`src/rtl/keyboard_decoder.sv`:
```
// PS/2 set-2 scancode to ASCII decoder: tracks prefixes and modifiers, looks up
// characters in an external keymap ROM and hands them out over valid/ready.
module keyboard_decoder #(
  parameter logic [7:0] CODE_BREAK  = 8'hF0,
  parameter logic [7:0] CODE_EXT    = 8'hE0,
  parameter logic [7:0] CODE_LSHIFT = 8'h12,
  parameter logic [7:0] CODE_RSHIFT = 8'h59,
  parameter logic [7:0] CODE_CAPS   = 8'h58,
  parameter logic [7:0] CODE_CTRL   = 8'h14
) (
  input  logic       clk,
  input  logic       reset,
  input  logic       scancode_valid,
  input  logic [7:0] scancode,
  output logic [9:0] rom_addr,
  input  logic [7:0] rom_dout,
  output logic       ascii_valid,
  output logic [7:0] ascii,
  input  logic       ascii_ready,
  output logic       caps_lock,
  output logic       overflow
);

  typedef enum logic [2:0] {
    IDLE,
    BRK,
    EXT,
    EXT_BRK,
    LOOKUP,
    LATCH
  } state_t;

  state_t     state_q, state_d;
  logic       lshift_q, lshift_d;
  logic       rshift_q, rshift_d;
  logic       ctrl_q, ctrl_d;
  logic       caps_q, caps_d;
  logic       caps_held_q, caps_held_d;
  logic [9:0] rom_addr_q, rom_addr_d;
  logic [7:0] ascii_q, ascii_d;
  logic       ascii_valid_q, ascii_valid_d;
  logic       pend_valid_q, pend_valid_d;
  logic [7:0] pend_code_q, pend_code_d;
  logic       overflow_q, overflow_d;

  logic       have_byte;
  logic [7:0] cur_byte;
  logic [7:0] char_c;

  // A byte parked while the ROM was busy always takes priority over the live input.
  assign have_byte = pend_valid_q | scancode_valid;
  assign cur_byte  = pend_valid_q ? pend_code_q : scancode;
  assign char_c    = (ctrl_q && (rom_dout[7:6] == 2'b01)) ? {3'b000, rom_dout[4:0]} : rom_dout;

  always_ff @(posedge clk) begin
    if (reset) begin
      state_q       <= IDLE;
      lshift_q      <= 1'b0;
      rshift_q      <= 1'b0;
      ctrl_q        <= 1'b0;
      caps_q        <= 1'b0;
      caps_held_q   <= 1'b0;
      rom_addr_q    <= '0;
      ascii_q       <= '0;
      ascii_valid_q <= 1'b0;
      pend_valid_q  <= 1'b0;
      pend_code_q   <= '0;
      overflow_q    <= 1'b0;
    end else begin
      state_q       <= state_d;
      lshift_q      <= lshift_d;
      rshift_q      <= rshift_d;
      ctrl_q        <= ctrl_d;
      caps_q        <= caps_d;
      caps_held_q   <= caps_held_d;
      rom_addr_q    <= rom_addr_d;
      ascii_q       <= ascii_d;
      ascii_valid_q <= ascii_valid_d;
      pend_valid_q  <= pend_valid_d;
      pend_code_q   <= pend_code_d;
      overflow_q    <= overflow_d;
    end
  end

  always_comb begin
    state_d       = state_q;
    lshift_d      = lshift_q;
    rshift_d      = rshift_q;
    ctrl_d        = ctrl_q;
    caps_d        = caps_q;
    caps_held_d   = caps_held_q;
    rom_addr_d    = rom_addr_q;
    ascii_d       = ascii_q;
    ascii_valid_d = ascii_valid_q;
    pend_valid_d  = pend_valid_q;
    pend_code_d   = pend_code_q;
    overflow_d    = 1'b0;

    if (ascii_valid_q && ascii_ready) begin
      ascii_valid_d = 1'b0;
    end

    if ((state_q == LOOKUP) || (state_q == LATCH)) begin
      if (scancode_valid) begin
        if (!pend_valid_q) begin
          pend_valid_d = 1'b1;
          pend_code_d  = scancode;
        end else begin
          overflow_d = 1'b1;
        end
      end
    end else if (pend_valid_q) begin
      pend_valid_d = scancode_valid;
      if (scancode_valid) begin
        pend_code_d = scancode;
      end
    end

    case (state_q)
      IDLE: begin
        if (have_byte) begin
          if (cur_byte == CODE_BREAK) begin
            state_d = BRK;
          end else if (cur_byte == CODE_EXT) begin
            state_d = EXT;
          end else if (cur_byte == CODE_LSHIFT) begin
            lshift_d = 1'b1;
          end else if (cur_byte == CODE_RSHIFT) begin
            rshift_d = 1'b1;
          end else if (cur_byte == CODE_CTRL) begin
            ctrl_d = 1'b1;
          end else if (cur_byte == CODE_CAPS) begin
            // Typematic repeats of caps lock must not toggle again.
            if (!caps_held_q) begin
              caps_d = ~caps_q;
            end
            caps_held_d = 1'b1;
          end else begin
            rom_addr_d = {caps_q, lshift_q | rshift_q, cur_byte};
            state_d    = LOOKUP;
          end
        end
      end
      BRK: begin
        if (have_byte) begin
          if (cur_byte == CODE_LSHIFT) begin
            lshift_d = 1'b0;
          end else if (cur_byte == CODE_RSHIFT) begin
            rshift_d = 1'b0;
          end else if (cur_byte == CODE_CTRL) begin
            ctrl_d = 1'b0;
          end else if (cur_byte == CODE_CAPS) begin
            caps_held_d = 1'b0;
          end
          state_d = IDLE;
        end
      end
      EXT: begin
        if (have_byte) begin
          if (cur_byte == CODE_BREAK) begin
            state_d = EXT_BRK;
          end else begin
            if (cur_byte == CODE_CTRL) begin
              ctrl_d = 1'b1;
            end
            state_d = IDLE;
          end
        end
      end
      EXT_BRK: begin
        if (have_byte) begin
          if (cur_byte == CODE_CTRL) begin
            ctrl_d = 1'b0;
          end
          state_d = IDLE;
        end
      end
      LOOKUP: begin
        state_d = LATCH;
      end
      LATCH: begin
        state_d = IDLE;
        // A zero keymap entry marks an unmapped key.
        if (rom_dout != 8'h00) begin
          if (!ascii_valid_q || ascii_ready) begin
            ascii_d       = char_c;
            ascii_valid_d = 1'b1;
          end else begin
            overflow_d = 1'b1;
          end
        end
      end
      default: begin
        state_d = IDLE;
      end
    endcase
  end

  assign rom_addr    = rom_addr_q;
  assign ascii       = ascii_q;
  assign ascii_valid = ascii_valid_q;
  assign caps_lock   = caps_q;
  assign overflow    = overflow_q;

endmodule

```
`config.mk`:
```
export PLATFORM = sky130hd
export DESIGN_NAME = keyboard_decoder
export DESIGN_NICKNAME = d
export VERILOG_FILES = /design/src/rtl/keyboard_decoder.sv
export SDC_FILE = /design/constraint.sdc
export NUM_CORES = 1
export LEC_CHECK = 0
export CAP_MARGIN = 10
export CORE_MARGIN = 1.5
export CORE_UTILIZATION = 25
export CTS_CLUSTER_DIAMETER = 150
export DETAILED_ROUTE_END_ITERATION = 10
export SLEW_MARGIN = 5
export SYNTH_ARGS = -nofsm -noshare
export SYNTH_HDL_FRONTEND = slang
export SYNTH_SLANG_ARGS = --single-unit
```
`constraint.sdc`:
```
create_clock -name clk -period 2.7 [get_ports clk]
set_input_delay 0.81 -clock clk [delete_from_list [all_inputs] [get_ports clk]]
set_output_delay 0.81 -clock clk [all_outputs]
set_load 0.005 [all_outputs]
```
* After elaboration in Yosys (flattened, before gate mapping)
Index checks and enable logic that the tools add are counted.
Storage, ports and cells: memories kept 0, logic and storage cells 153, latch bits 0, output and inout port bits 21, RAM bits 0, input bits 20, bits in read-only memories 0, register bits 37
Cells by class: $mul 0, bitwise operators 10, magnitude comparators 0, shift operators 0, divide/modulo/power cells 0, eq/ne operators 38, reduce and logical (&&, ||, !) cells 20, $add $sub $neg 0, multiplexer cells 73
Operators with widths (number):
- 2-to-1 mux 1 bit | 52
- 2-to-1 mux 8 bit | 6
- inequality test 2 bit (second input constant) | 21
- 2-to-1 mux 3 bit | 9
- AND reduction 9 bit | 2
- == test 8 x 5 -> 1 bit (second input constant) | 2
- == test 8 x 7 -> 1 bit (second input constant) | 2
- == test 8 bit (second input constant) | 2
- inequality test 4 bit (second input constant) | 4
- AND reduction 7 bit | 2
- AND reduction 13 bit | 1
- case mux 3 bit (4 select lines) | 1
- AND reduction 12 bit | 1
- NOT 1 bit | 8
- AND reduction 8 bit | 1
- nonzero test 8 bit | 1
- == test 3 x 2 -> 1 bit (second input constant) | 2
- == test 3 bit (second input constant) | 2
- case mux 1 bit (2 select lines) | 3
- AND reduction 3 bit | 2
- case mux 1 bit (4 select lines) | 1
- nonzero test 2 bit | 2
- nonzero test 4 bit | 1
- == test 3 x 1 -> 1 bit (second input constant) | 1
- other kinds (9) | 12

* Depth between registers and ports, before layout
Gate-level depths: netlist of run 1.
word-level depth 10, depth in mapped cells 9, gate-level depth less buffers 5

* Least setup slack after synthesis of run 1
No wires, ideal clock.
kind input to register, start point in scancode[2], end point reg rom_addr_q[0], in the netlist rom_addr[0], path buffers 0, data required time 2.579 ns, data arrival time 2.420 ns, library setup time 0.121 ns, setup slack 0.160 ns, stages 5, cells stage by stage or3_1 a222oi_1 or3b_4 nor4_4 mux2_2
Between the ends: longest elaborated chain between the ends 4, elaborated cells on any way between the ends 14, those cells by class eq/ne: 6; mux: 1; bitwise: 6; reduce/logical: 1
Ends and longest elaborated chain:
- from (decl) | line 14 | input logic [7:0] scancode,
- 2-to-1 mux 8 bit *
- == test 8 x 7 -> 1 bit (tied with other cells) | line 132 | end else if (cur_byte == CODE_CAPS) begin
- NOT 1 bit (no source line)
- AND reduction 8 bit (no source line) *
- to (signal assigned) | line 76 | rom_addr_q <= rom_addr_d;
- to (decl) | line 39 | logic [9:0] rom_addr_q, rom_addr_d;
Mark *: on every way between the ends. The rest lies on a longest branch, timed or not. A chain may end at the register's enable or synchronous reset.

* Final worst setup path of run 1
start point in scancode[2], end point reg rom_addr_q[3], in the netlist rom_addr[3]
Same word-level chain as after synthesis.

==> results of run 1 <==
## timing repair
action | in CTS | in global routing
resized for setup | 0 | 1
pin swaps | 1 | 2
endpoints found under the setup margin | 10 | 1
buffers inserted | 2 | 0
## registers in the layout, indices dropped and copies added (netlist names)
signal,count
rom_addr,10
ascii,8
ctrl_q,1
lshift_q,1
caps_lock,1
caps_held_q,1
pend_code_q,8
state_q,3
ascii_valid,1
pend_valid_q,1
overflow,1
rshift_q,1
## per-layer routing
| layer | track usage | up-vias | routed length (um) |
|---|---|---|---|
| met5 | 0 | - | 0 |
| met4 | 0.0450 | 0 | 90 |
| met3 | 0.0320 | 11 | 190 |
| met2 | 0.192 | 45 | 2180 |
| met1 | 0.155 | 828 | 2310 |
| li1 | - | 884 | - |
## power by group
group,internal [mW],switching (mW)
combinational,0.170,0.123
clock,0.203,0.187
sequential,0.577,0.0303
## through the flow
stage               cell area (sq um)  TNS (ps)  power, mW
finish                           2710         0       1.29
global route                     2710         0       1.36
CTS                              2710         0       1.31
detailed placement               2610     -4470      0.906
global placement                 2610     -4170      0.904
floorplan                        1910         0      0.768
## final timing paths
check	cells past startpoint	slack [ps]	endpoint	startpoint
max	8	70	rom_addr[3]$_SDFFE_PP0P_	scancode[2]
min	2	480	ascii[5]$_SDFFE_PP0P_	ascii[5]$_SDFFE_PP0P_
max reg2reg	6	350	rom_addr[3]$_SDFFE_PP0P_	pend_valid_q$_SDFFE_PP0P_
min reg2reg	2	480	ascii[5]$_SDFFE_PP0P_	ascii[5]$_SDFFE_PP0P_
## worst max-delay path: cells and delay by family
family / cells / cell delay, ps
AO/OA/AOI/OAI: 1 / 360
buffers and inverters: 4 / 920
multiplexers: 1 / 270
AND/OR/NAND/NOR: 2 / 440
## layout by cell type (no fill, tap or decap), types with 5 or more instances in the layout
| cell | instances |
|---|---|
| inv_1 | 5 |
| a21oi_1 | 9 |
| nand2_1 | 9 |
| clkdlybuf4s50_1 | 40 |
| clkbuf_8 | 6 |
| o21ai_0 | 6 |
| nand3_1 | 5 |
| nand2b_1 | 6 |
| mux2_2 | 8 |
| nor2b_1 | 10 |
| nor2_1 | 30 |
| buf_4 | 32 |
| mux2i_1 | 24 |
| dfxtp_1 | 37 |
## cell families after synthesis
logic type	after synthesis	synth area share
flip-flops	37	0.388
multiplexers	32	0.173
AND/OR/NAND/NOR	90	0.270
AO/OA/AOI/OAI	34	0.127
buffers and inverters	14	0.0380
XOR/XNOR	1	0.00458
## cell type report
cell class,instances,area share
Clock buffer,7,0.0318
Inverter,5,0.00692
Multi-Input combinational cell,157,0.406
Sequential cell,37,0.273
Tap cell,99,0.0457
Timing Repair Buffer,72,0.236
==> out/results.tsv, run 1 <==
stage	metric	value	unit
clock_network	cts.sinks	37	
floorplan	die_h	90.4	um
finish	final_nets	298	
floorplan	start_util	0.261	
sta	slew_viol_final	0	
finish	final_cells	377	
finish	fillCellCount	758	
routing	wl_per_cell	12.7	um
sta	final.setup.worst_slack	71.2	ps
routing	dr.pass1.iters	4	
clock_network	root_buffer	clkbuf_8	
yosys	synth_edf_count	0	
global_route	track_usage	0.120	
finish	diodes	0	
yosys	synth.cell_area	1910	sq um
clock_network	cts_buffer_depth	2	
routing	antenna_left	0	
yosys	syn-instance-count	208	
floorplan	die_x	90.4	um
worst_setup_path	crit_arrival	2800	ps
floorplan	core	7330	sq um
place	dp_hpwl	3.48	mm
clock_network	cts_tree	built	
pwr	peakVddDrop	224	uV
floorplan	pin_count	41	
clock_network	clk_pin_slew_worst_paths	70	ps
worst_setup_path	crit_type	in -> reg	
status	status	complete, no violations	
place	dp_slack	-451	ps
job	maxCapViolCount	0	
worst_setup_path	crit_chain	clkdlybuf4s50_1 -> or3_1 -> buf_4 -> a2111oi_2 -> buf_4 -> nor4_4 -> buf_4 -> mux2_2	
yosys	synth_nets	228	
yosys	synth_seq_cells	37	
clock_network	clkLatencyLatePin	280	ps
routing	drc	0	
sta	relSlewSlack	0.508	
worst_setup_path	crit_path_top_delay_cell	clkdlybuf4s50_1	
pwr	powerDensity	475	nW/um^2
worst_hold_path	hp-class	reg -> reg	
routing	vias_per_cell	4.69	
finish	drive_gt1_frac	0.198	
yosys	synth_largest_area_cell	dfxtp_1	
global_route	antenna_found_initial	0	
global_route	grt-ovfl-total	0	
sta	rsz0062_at_grt	false	
worst_setup_path	cp_max_fo	5	
place	portBuffers	40	
clock_network	cts_buffers	5	
routing	drtIter0Drc	43	
worst_setup_path	timing.critical_path.mode_cell	buf_4	
floorplan	die_area	8180	sq um
yosys	synthFlopType	dfxtp_1	
worst_setup_path	slowest_delay	410	ps
place	place_congestion	0.854	
routing	vias	1768	
yosys	synth_area_leaders	dfxtp_1 (39%), mux2i_1 (13%), nor2_1 (5.9%)	
sta	worst_slew_pin_slew	735	ps
finish	regArea	741	sq um
sta	hold_viol	0	
clock_network	holdBufCountCts	0	
worst_setup_path	crit_required	2870	ps
routing	drt-total-wl	4.77	mm
global_route	grt_pass1_vias	1721	
clock_network	htreeDepth	2	
sta	finalSetupViolCount	0	
yosys	synth_commonest_cells	dfxtp_1 (37), nor2_1 (30), mux2i_1 (24)	
yosys	netlist.area_leader.share	0.388	
yosys	ys_async_sr_fraction	0	
yosys	synth.distinct_cells	48	
worst_setup_path	critPathLaunchType	input port	
sta	fin_crit	2630	ps
finish	multi_input_area	1100	sq um
floorplan	fp-row-count	31	
place	dp_cells	368	
finish	area_delta_synth_final	42.0	%
sta	timing.hold.ws	482	ps
global_route	grt_max_degree	31	
sta	skew	6.45	ps
global_route	grt_pass1_wl	8.01	mm
sta	finalCritPeriodShare	0.974	
worst_setup_path	end_kind	flop	
yosys	yosysWarnings	0	
pwr	p_leak	1.02	nW
yosys	yosysSeqAreaShare	0.388	
yosys	syn_avg_cell_area	9.19	sq um
yosys	synthMostInstantiatedCell	dfxtp_1	
sta	fmax	380	MHz
finish	utilization	0.370	
Note: power is estimated with default switching activity, not from simulation.
==> run 2, diff against run 1 <==
--- a/config.mk
+++ b/config.mk
@@ -10,6 +10,7 @@
 export CORE_UTILIZATION = 25
 export CTS_CLUSTER_DIAMETER = 150
 export DETAILED_ROUTE_END_ITERATION = 10
+export PLACE_DENSITY_LB_ADDON = 0.25
 export SLEW_MARGIN = 5
 export SYNTH_ARGS = -nofsm -noshare
 export SYNTH_HDL_FRONTEND = slang
==> run 2 against run 1 <==
Cell count fell by 1.3%. Combinational power fell by 1%. Die area did not move. Worst hold slack got worse by 2.2 ps. Fmax barely moved. Largest cell class unchanged. Largest power group unchanged.
==> out/results.tsv, run 2 (synthesis results as in run 1) <==
stage	metric	value	unit	change
worst_hold_path	worstHoldPathCells	2		unchanged
clock_network	cts_buffer_depth	2		unchanged
pwr	peakVddDrop	223	uV	-0.41%
worst_setup_path	reg2reg_slack	410	ps	+60 ps
worst_setup_path	worst-path-buf-inv	2		-2
floorplan	pin_count	41		unchanged
place	dp_slack	-247	ps	+204 ps
global_route	grt_max_degree	36		+16%
worst_setup_path	crit_type	in -> reg		
sta	skew	7.48	ps	+1.03 ps
finish	largest_reg_flops	10		unchanged
clock_network	cts.sinks	37		unchanged
worst_setup_path	crit_family	simple AND/OR/NAND/NOR gates		
routing	drtIter0Drc	79		+84%
status	status	complete, no violations		
sta	worst_slew_pin_slew	709	ps	-26.2 ps
sta	relSlewSlack	0.526		+0.0175
routing	vias_per_cell	4.58		-2.4%
clock_network	cts_tree	built		
worst_hold_path	holdCritStartpoint	rom_addr[8]$_SDFFE_PP0P_		
routing	antenna_left	0		unchanged
worst_setup_path	crit_required	2880	ps	about the same
floorplan	core	7330	sq um	unchanged
sta	slew_viol_final	0		unchanged
pwr	total_power	1.27	mW	-1.4%
finish	layout_common_cells	clkdlybuf4s50_1 (40), dfxtp_1 (37), nor2_1 (30), mux2i_1 (24), buf_4 (24)		
floorplan	die_x	90.4	um	unchanged
global_route	track_usage	0.114		-0.00666
global_route	grt-ovfl-total	0		unchanged
finish	drive_gt1_frac	0.179		-0.0184
clock_network	holdBufCountCts	0		unchanged
worst_setup_path	reg2reg_from	pend_valid_q$_SDFFE_PP0P_		
clock_network	root_buffer	clkbuf_8		
finish	final_cells	372		-1.3%
sta	finalCritPeriodShare	0.974		about the same
sta	rsz0062_at_grt	false		
sta	final.setup.worst_slack	69.9	ps	-1.28 ps
floorplan	die_area	8180	sq um	unchanged
sta	hold_viol	0		unchanged
global_route	grt_pass1_vias	1645		-4.4%
place	dp_hpwl	3.41	mm	-2.0%
routing	vias	1703		-3.7%
finish	diodes	0		unchanged
place	portBuffers	40		unchanged
routing	dr.pass1.iters	4		unchanged
worst_setup_path	reg2regPathDepth	7		+1
job	maxCapViolCount	0		unchanged
clock_network	post-cts-setup-buffers	0		-2
global_route	antenna_found_initial	0		unchanged
finish	final_nets	292		-2.0%
worst_setup_path	slowest_delay	470	ps	+60 ps
sta	finalSetupViolCount	0		unchanged
floorplan	die_h	90.4	um	unchanged
finish	final_common_cell	clkdlybuf4s50_1		
worst_setup_path	regToRegEndpoint	rom_addr[3]$_SDFFE_PP0P_		
worst_setup_path	crit_arrival	2820	ps	+20 ps
worst_setup_path	cp_max_fo	10		+5
pwr	powerDensity	474	nW/um^2	-0.34%
place	dp_cells	364		-1.1%
routing	drc	0		unchanged
worst_hold_path	hold_path_end	rom_addr[8]$_SDFFE_PP0P_		
worst_setup_path	end_kind	flop		
finish	area_delta_synth_final	40.5	%	
worst_setup_path	crit_chain	clkdlybuf4s50_1 -> or3_1 -> a222oi_1 -> or3b_4 -> nor4_4 -> buf_12 -> mux2_2		
worst_hold_path	hp-class	reg -> reg		
sta	fmax	380	MHz	about the same
finish	utilization	0.366		-0.00393
clock_network	htreeDepth	2		unchanged
sta	timing.hold.ws	480	ps	-2.15 ps
clock_network	cts_resized	0		unchanged
clock_network	cts_buffers	5		unchanged
worst_setup_path	crit_path_top_delay_cell	clkdlybuf4s50_1		
pwr	p_leak	0.995	nW	-2.5%
clock_network	clk_pin_slew_worst_paths	70	ps	about the same
global_route	grt_pass1_wl	7.60	mm	-5.2%
clock_network	clkLatencyLatePin	290	ps	about the same
floorplan	fp-row-count	31		unchanged
sta	fin_crit	2630	ps	+1.28 ps
routing	drt-total-wl	4.49	mm	-6.0%
worst_setup_path	critPathLaunchType	input port		
floorplan	start_util	0.261		unchanged
routing	wl_per_cell	12.1	um	-4.7%
place	place_congestion	0.768		-10%
run 2: changes by cell type in the layout (fill, tap and decap cells not counted), sizes merged:
cell,before,now
buf,32,26
clkinv,0,2
clkbuf,7,6
run 2: worst max-delay path by stage:
stage                      startpoint                       end  slack [ps]  cells past startpoint
after floorplan           scancode[2]  rom_addr[0]$_SDFFE_PP0P_         160                      5
after global placement    scancode[2]  rom_addr[4]$_SDFFE_PP0P_        -210                      7
after detailed placement  scancode[2]  rom_addr[3]$_SDFFE_PP0P_        -250                      7
after CTS                 scancode[2]  rom_addr[3]$_SDFFE_PP0P_          70                      7
after global routing      scancode[2]   state_q[1]$_SDFFE_PP0P_          20                      7
final                     scancode[2]  rom_addr[3]$_SDFFE_PP0P_          70                      7
run 2: where the power goes:
part           leakage, nW  internal (mW)  switching [mW]
combinational        0.649          0.168           0.121
clock               0.0450          0.179           0.201
sequential           0.301          0.577          0.0261
total                0.995          0.924           0.348
run 2: worst register-to-register path, delay by kind of cell (launching register included):
family,cells,cell delay [ps]
DFF,1,360
buffers and inverters,2,320
AOI/OAI and AO/OA,1,460
and+or+nand+nor,3,780
muxes,1,270
run 2: final cells by class:
class / instances / area, sq um
Clock inverter: 2 / 10.0
Fill cell: 751 / 4650
Sequential cell: 37 / 741
Clock buffer: 6 / 72.6
Tap cell: 99 / 124
Inverter: 5 / 18.8
Timing Repair Buffer: 66 / 621
Multi-Input combinational cell: 157 / 1100
run 2: per-stage QoR:
step	cell area (sq um)	TNS [ps]
floorplan	1910	0
global placement	2600	-2050
detailed placement	2600	-2340
CTS	2680	0
global route	2680	0
finish	2680	0
run 2: metal layers:
metal,global-route usage,part of all wire
met1,0.146,0.49
met2,0.181,0.45
met3,0.0320,0.044
met4,0.0397,0.014
met5,0,0
